File: src/rtl/rc4_pkg.sv
// Shared RC4 definitions used by the key-scheduling and PRGA/XOR stages.
package rc4_pkg;
  localparam int DATA_W    = 4;
  localparam int N_ENTRIES = 16;

  typedef logic [DATA_W-1:0] nibble_t;

  typedef enum logic [2:0] {
    ST_IDLE,
    ST_FETCH,
    ST_JSTEP,
    ST_SWAP,
    ST_EMIT,
    ST_DONE
  } state_t;
endpackage

File: src/rtl/rc4_sbox_regfile.sv
// 16x4 RC4 S-box: identity on reset, three async read ports, a load port and
// a dual-write swap port (swap has priority; the FSM keeps them exclusive).
module rc4_sbox_regfile #(
  parameter int DATA_W    = 4,
  parameter int N_ENTRIES = 16
) (
  input  logic              clk,
  input  logic              rst,
  input  logic              wr_en,
  input  logic [DATA_W-1:0] wr_addr,
  input  logic [DATA_W-1:0] wr_data,
  input  logic              swap_en,
  input  logic [DATA_W-1:0] idx_i,
  input  logic [DATA_W-1:0] idx_j,
  input  logic [DATA_W-1:0] idx_t,
  output logic [DATA_W-1:0] s_i,
  output logic [DATA_W-1:0] s_j,
  output logic [DATA_W-1:0] s_t
);
  import rc4_pkg::*;

  logic [DATA_W-1:0] mem [N_ENTRIES];

  assign s_i = mem[idx_i];
  assign s_j = mem[idx_j];
  assign s_t = mem[idx_t];

  // When idx_i == idx_j both writes carry the same value, so the entry is unchanged.
  always_ff @(posedge clk) begin
    if (rst) begin
      for (int k = 0; k < N_ENTRIES; k++) mem[k] <= DATA_W'(k);
    end else if (swap_en) begin
      mem[idx_i] <= s_j;
      mem[idx_j] <= s_i;
    end else if (wr_en) begin
      mem[wr_addr] <= wr_data;
    end
  end
endmodule

File: src/rtl/rc4_prga_xor.sv
// Nibble-wide RC4 PRGA with plaintext XOR: one nibble per FETCH/JSTEP/SWAP/EMIT
// pass, valid/ready on both sides, done pulse after MSG_LEN nibbles.
module rc4_prga_xor #(
  parameter int N_ENTRIES = 16,
  parameter int DATA_W    = 4,
  parameter int MSG_LEN   = 16
) (
  input  logic              clk,
  input  logic              reset_1,
  input  logic              s_wr_en,
  input  logic [DATA_W-1:0] s_wr_addr,
  input  logic [DATA_W-1:0] s_wr_data,
  input  logic              start,
  input  logic [DATA_W-1:0] din,
  input  logic              din_valid,
  output logic              din_ready,
  output logic [DATA_W-1:0] dout,
  output logic              dout_valid,
  input  logic              dout_ready,
  output logic              busy,
  output logic              done
);
  import rc4_pkg::*;

  localparam logic [7:0] LAST_CNT = 8'(MSG_LEN - 1);

  state_t            state, state_next;
  logic [DATA_W-1:0] i, j, din_q;
  logic [7:0]        cnt;
  logic [DATA_W-1:0] s_i, s_j, s_t, t;

  assign t = s_i + s_j;

  rc4_sbox_regfile #(
    .DATA_W   (DATA_W),
    .N_ENTRIES(N_ENTRIES)
  ) u_sbox (
    .clk    (clk),
    .rst    (reset_1),
    .wr_en  (s_wr_en && (state == ST_IDLE)),
    .wr_addr(s_wr_addr),
    .wr_data(s_wr_data),
    .swap_en(state == ST_SWAP),
    .idx_i  (i),
    .idx_j  (j),
    .idx_t  (t),
    .s_i    (s_i),
    .s_j    (s_j),
    .s_t    (s_t)
  );

  always_ff @(posedge clk) begin
    if (reset_1) begin
      state <= ST_IDLE;
      i     <= '0;
      j     <= '0;
      cnt   <= '0;
      din_q <= '0;
    end else begin
      state <= state_next;
      case (state)
        ST_IDLE: if (start) begin
          i   <= '0;
          j   <= '0;
          cnt <= '0;
        end
        ST_FETCH: if (din_valid) begin
          din_q <= din;
          i     <= i + 1'b1;
        end
        ST_JSTEP: j <= j + s_i;
        ST_EMIT:  if (dout_ready) cnt <= cnt + 8'd1;
        default: ;
      endcase
    end
  end

  // dout is forced to zero outside EMIT so nothing partial leaks downstream.
  always_comb begin
    state_next = state;
    din_ready  = 1'b0;
    dout_valid = 1'b0;
    dout       = '0;
    done       = 1'b0;
    busy       = (state != ST_IDLE);
    case (state)
      ST_IDLE:  if (start) state_next = ST_FETCH;
      ST_FETCH: begin
        din_ready = 1'b1;
        if (din_valid) state_next = ST_JSTEP;
      end
      ST_JSTEP: state_next = ST_SWAP;
      ST_SWAP:  state_next = ST_EMIT;
      ST_EMIT: begin
        dout_valid = 1'b1;
        dout       = din_q ^ s_t;
        if (dout_ready) state_next = (cnt == LAST_CNT) ? ST_DONE : ST_FETCH;
      end
      ST_DONE: begin
        done       = 1'b1;
        state_next = ST_IDLE;
      end
      default: state_next = ST_IDLE;
    endcase
  end
endmodule

File: config.mk
export PLATFORM = sky130hd
export DESIGN_NAME = rc4_prga_xor
export DESIGN_NICKNAME = d
export VERILOG_FILES = /design/src/rtl/rc4_pkg.sv /design/src/rtl/rc4_sbox_regfile.sv /design/src/rtl/rc4_prga_xor.sv
export SDC_FILE = /design/constraint.sdc
export NUM_CORES = 1
export LEC_CHECK = 0
export CAP_MARGIN = 10
export CELL_PAD_IN_SITES_DETAIL_PLACEMENT = 1
export CELL_PAD_IN_SITES_GLOBAL_PLACEMENT = 1
export CORE_MARGIN = 2
export CORE_UTILIZATION = 38
export DETAILED_ROUTE_END_ITERATION = 8
export DONT_BUFFER_PORTS = 1
export PLACE_DENSITY = 0.75
export SETUP_SLACK_MARGIN = 0.02
export SYNTH_ARGS = -nofsm -noshare
export SYNTH_HDL_FRONTEND = slang
export SYNTH_HIERARCHICAL = 1
export SYNTH_SLANG_ARGS = --single-unit
File: constraint.sdc
create_clock -name clk -period 5.1 [get_ports clk]
set_input_delay 0.765 -clock clk [delete_from_list [all_inputs] [get_ports clk]]
set_output_delay 0.765 -clock clk [all_outputs]
set_load 0.01 [all_outputs]
=== Yosys cells after proc, flatten, opt, wreduce, memory -nomap -nowiden ===
Memories as Yosys holds them, arrays and structs flattened. A register that Yosys moved wholly into a read port is not among the register bits.
Cells that the tools add are included.

* Add/sub/neg operators: 4
* Eq/ne operators: 9
* Mux-type cells: 38
* Bitwise operators: 1
* Reductions and logical operators: 14

{| class="wikitable"
|+ Operator list
! kind !! number
|-
| 4-bit 2-to-1 mux || 13
|-
| 8-bit 2-to-1 mux || 2
|-
| 4-bit case mux with 2 select lines || 2
|-
| 8-bit case mux with 2 select lines || 1
|-
| 1-bit 2-to-1 mux || 15
|-
| 3-bit case mux with 5 select lines || 1
|-
| 3-bit 2-to-1 mux || 4
|-
| 4-bit OR reduction || 3
|-
| 3-bit AND reduction || 3
|-
| 4-bit adder || 2
|-
| 8-bit by 1-bit adder with 8-bit output (second input constant) || 1
|-
| 8-bit by 4-bit == test with 1-bit output (second input constant) || 1
|-
| 3-bit by 2-bit == test with 1-bit output (second input constant) || 2
|-
| 3-bit == test (second input constant) || 2
|-
| 2-bit inequality test (second input constant) || 3
|-
| 2-bit nonzero test || 3
|-
| 4-bit by 1-bit adder with 4-bit output (second input constant) || 1
|-
| 2-bit AND reduction || 2
|-
| 4-bit bitwise XOR || 1
|-
| 3-bit by 1-bit == test with 1-bit output (second input constant) || 1
|-
| 3-bit zero test || 1
|-
| 3-bit nonzero test || 1
|-
| 1-bit logical AND || 1
|}

* Flip-flop bits (word level): 23
* Bits in writable memories: 64
* Bits of input ports: 18
* Output and inout bits: 8
* Memories: 1

{| class="wikitable"
|+ Memory list
! memory !! depth !! bits a word !! rd ports !! clocked after memory_dff !! write ports !! line !! text
|-
| u_sbox.mem || 16 || 4 || 3 || 2 || 16 || rc4_sbox_regfile.sv:22 || <nowiki>logic [DATA_W-1:0] mem [N_ENTRIES];</nowiki>
|}

=== Longest topological paths before layout ===
* Word-level depth: 8
* Mapped depth: 15

=== Cells and area by module ===
Netlist, hierarchy kept.

{| class="wikitable"
|+ By module, submodules not included
! module !! times used !! cells an instance !! area each (um^2)
|-
| rc4_sbox_regfile || 1 || 408 || 5,008.6
|-
| rc4_prga_xor || 1 || 153 || 1,375.1
|}

=== Worst setup path before layout ===
Ideal clock, no wire load.

* Kind: register -> output
* Start point: reg, netlist name i[0]
* End point: out dout[0]
* Arrival: 4.373 ns
* Data required time: 4.335 ns
* Setup slack: -0.038 ns
* Stages on the path, launching flop included: 15
* Cell sequence: dfxtp_1 > buf_4 > mux4_2 > mux2_2 > a21oi_2 > buf_4 > inv_1 > ha_1 > fa_1 > buf_1 > clkbuf_1 > mux4_2 > mux4_2 > xnor2_1 > nor2_1

{| class="wikitable"
|+ RTL lines
! item !! line !! text
|-
| end: declaration || rc4_prga_xor.sv:17 || <nowiki>output logic [DATA_W-1:0] dout,</nowiki>
|}

==> results.sh <==
export IMPL_status="completed"
export IMPL_vias=5147
export IMPL_cts_buffer_depth=2
export IMPL_initial_utilization_pct=38.63
export IMPL_critPathCaptureType="primary output"
export IMPL_dieHeight_um=133.6
export IMPL_wirelength_um=22190
export IMPL_p_int_w=0.001504
export IMPL_final_common_cell="edfxtp_1"
export IMPL_clkSinkCount=87
export IMPL_fmax_mhz=203.9
export IMPL_cpMostUsedCell="mux4_2"
export IMPL_htreeDepth=3
export IMPL_n_antenna_cell=0
export IMPL_power_density_nw_per_um2=346.8
export IMPL_wl_met1_um=8489
export IMPL_path_class="flip-flop to primary output"
export IMPL_syn_area_per_cell_um2=11.38
export IMPL_multi_input_area_um2=3736
export IMPL_tightest_slew_ps=1233
export IMPL_skew_ps=7.613
export IMPL_synth_mux_area_share_pct=22.68
export IMPL_route_met3_wl_um=2148
export IMPL_die_area_um2=17850
export IMPL_routed_top_layer="met4"
export IMPL_clock_latency_ps=360
export IMPL_numCtsBuffers=9
export IMPL_cp_start_kind="flip-flop"
export IMPL_slowest_stage="mux4_2"
export IMPL_final_area_um2=6835
export IMPL_synthToLayoutAreaGrowth_pct=7.076
export IMPL_row_count=47
export IMPL_seqCellArea_um2=2385
export IMPL_fin_nets=573
export IMPL_drt_iter0_markers=617
export IMPL_setup_viol=0
export IMPL_drive_gt1_share_pct=22.22
export IMPL_hold_viol=0
export IMPL_synth_area_leaders="edfxtp_1, mux4_2, dfxtp_1, nor2_1, mux2i_1"
export IMPL_grt_usage_pct=25.57
export IMPL_min_period_ps=4903
export IMPL_boundaryPins=26
export IMPL_drc=0
export IMPL_final_antenna_net_count=0
export IMPL_tritoncts="yes"
export IMPL_p_clk_share_pct=26.6
export IMPL_core_area_um2=16520
export IMPL_critPathMaxStageDelay_ps=530
export IMPL_hold_path_class="primary input to flip-flop"
export IMPL_total_leakage_power_nw=2.020
export IMPL_gp_congestion=0.9542
export IMPL_yosys_area_share_adder_pct=2.195
export IMPL_async_flop_share_pct=0
export IMPL_ys_seq_elements=87
export IMPL_wire_per_inst_um=28.85
export IMPL_nFillCells=1786
export IMPL_worstPathMaxFanout=23
export IMPL_final_cell_mix="edfxtp_1, nor2_1, mux4_2, nand2_1, a22oi_1"
export IMPL_min_period_over_period_pct=96.15
export IMPL_cp_cell_sequence="buf_12, mux4_2, mux2_2, a21oi_2, inv_1, ha_1, fa_1, buf_6, mux4_2, mux4_2, xnor2_1, nor2_1"
export IMPL_synth_top_family_by_area="multiplexers"
export IMPL_critPathRequiredTime_ps=4340
export IMPL_peakVddDrop_v=0.0001663
export IMPL_grt_pass1_wl_um=33360
export IMPL_synth_top_flop_cell="edfxtp_1"
export IMPL_dr_wl_met2_um=10540
export IMPL_fin_hold_ws_ps=474.2
export IMPL_clk_pin_slew_ps=70
export IMPL_yosys_area_top_type_share_pct=30.11
export IMPL_drv_slew=0
export IMPL_antenna_found_initial=0
export IMPL_yosysTopAreaCell="edfxtp_1"
export IMPL_synth_edf_count=64
export IMPL_yosysUniqueCellTypes=70
export IMPL_dp_cells=754
export IMPL_synth_simple_area_share_pct=16.05
export IMPL_syn_nets=589
export IMPL_syn_cell_area_um2=6384
export IMPL_rsz0062_at_grt="false"
export IMPL_seq_area_frac_synth_pct=37.32
export IMPL_synth_yosys_warnings=6
export IMPL_synth_xor_area_share_pct=1.646
export IMPL_synthCells=561
export IMPL_die_w_um=133.6
export IMPL_pwr_share_comb_pct=37.6
export IMPL_placed_cell_area_um2=6555
export IMPL_cp_data_arrival_time_ps=4140
export IMPL_finalNonFillerCells=769
export IMPL_vias_per_cell=6.693
export IMPL_grt_overflow_total=0
export IMPL_pwr_share_seq_pct=35.8
export IMPL_swShare_pct=36.55
export IMPL_drv_cap=0
export IMPL_p_switching_w=0.0008663
export IMPL_grt_max_degree=45
export IMPL_max_slew_margin_pct=17.56
export IMPL_cts_hold_buffers=0
export IMPL_synth_compound_area_share_pct=15.88
export IMPL_port_buffers=0
export IMPL_dp_final_hpwl_um=16200
export IMPL_grt_pass1_vias=5391
export IMPL_dr_pass1_iters=5
export IMPL_fin_setup_tns_ps=0
export IMPL_cts_root_buf="clkbuf_16"
==> worst paths after layout <==
| check | slack [ps] | startpoint | depth (start not counted) | to |
|---|---|---|---|---|
| worst min-delay path | 470 | reset_1 | 1 | cnt[6] |
| worst max-delay path | 200 | i[0] | 12 | dout[2] |
| worst min register to register | 490 | cnt[7] | 2 | cnt[7] |
| worst max register to register | 1420 | state[2] | 7 | u_sbox/mem[0][3] |
==> kinds of logic after synthesis <==
logic type,after synthesis
fa+ha+maj,10
mux,77
xor+xnor,12
buf+inv,53
simple gates,198
flops,87
compound gates,124
==> worst max-delay path: cells and delay by family (launching register included) <==
family	cells	cell delay, ps
adders and majority gates	2	740
AOI/OAI and AO/OA	1	180
DFF	1	360
and+or+nand+nor	1	180
xor gates and xnor gates	1	150
muxes	4	1660
buffers and inverters	3	500
==> per-layer routing <==
| metal | vias to the layer above | track usage (%) |
|---|---|---|
| met2 | 309 | 40.84 |
| li1 | 2179 | - |
| met3 | 67 | 6.811 |
| met5 | - | 0 |
| met1 | 2592 | 31.42 |
| met4 | 0 | 14.48 |
==> synthesized netlist by cell type (all sizes together), types with 7 or more instances <==
cell / number
a21oi: 21
a22oi: 31
and2: 8
buf: 23
clkbuf: 19
dfxtp: 23
edfxtp: 64
ha: 8
inv: 10
mux2i: 19
mux4: 52
nand2: 41
nand2b: 12
nand3: 18
nor2: 55
nor3: 14
o21ai: 13
o22ai: 30
or3: 12
xnor2: 7
==> layout make-up <==
class | count | area share (%)
clock inverters | 6 | 0.6407
clock buffers | 9 | 3.295
flip-flops and latches | 87 | 34.89
multi-input cells | 421 | 54.66
inverters | 11 | 0.6041
repair buffers | 15 | 1.885
well taps | 220 | 4.027
==> power groups by stage <==
stage | sequential [W] | combinational, W | clock [W]
floorplan | 0.000823 | 0.000697 | 0
global placement | 0.000861 | 0.000846 | 0
detailed placement | 0.000862 | 0.000874 | 0
CTS | 0.000847 | 0.000876 | 0.000638
global route | 0.000853 | 0.000946 | 0.000656
finish | 0.000849 | 0.000892 | 0.000630
==> flip-flops by register name, indices dropped and copies added (netlist names) <==
signal	count
state	3
din_q	4
j	4
u_sbox/mem	64
i	4
cnt	8
==> repair_timing <==
action | in CTS | in global routing
gates resized for setup | 1 | 4
endpoints found under the setup margin | 4 | 4
buffers inserted | 0 | 0
pin swaps | 0 | 0
==> stage by stage <==
step | setup WS [ps] | power [W] | util (%)
finish | 196.6 | 0.002370 | 41.36
global route | 55.84 | 0.002456 | 41.36
CTS | 51.80 | 0.002361 | 41.30
detailed placement | 377.7 | 0.001735 | 39.67
global placement | 481.6 | 0.001707 | 39.67
floorplan | 83.35 | 0.001520 | -
Power figures use the tool's default switching activity.
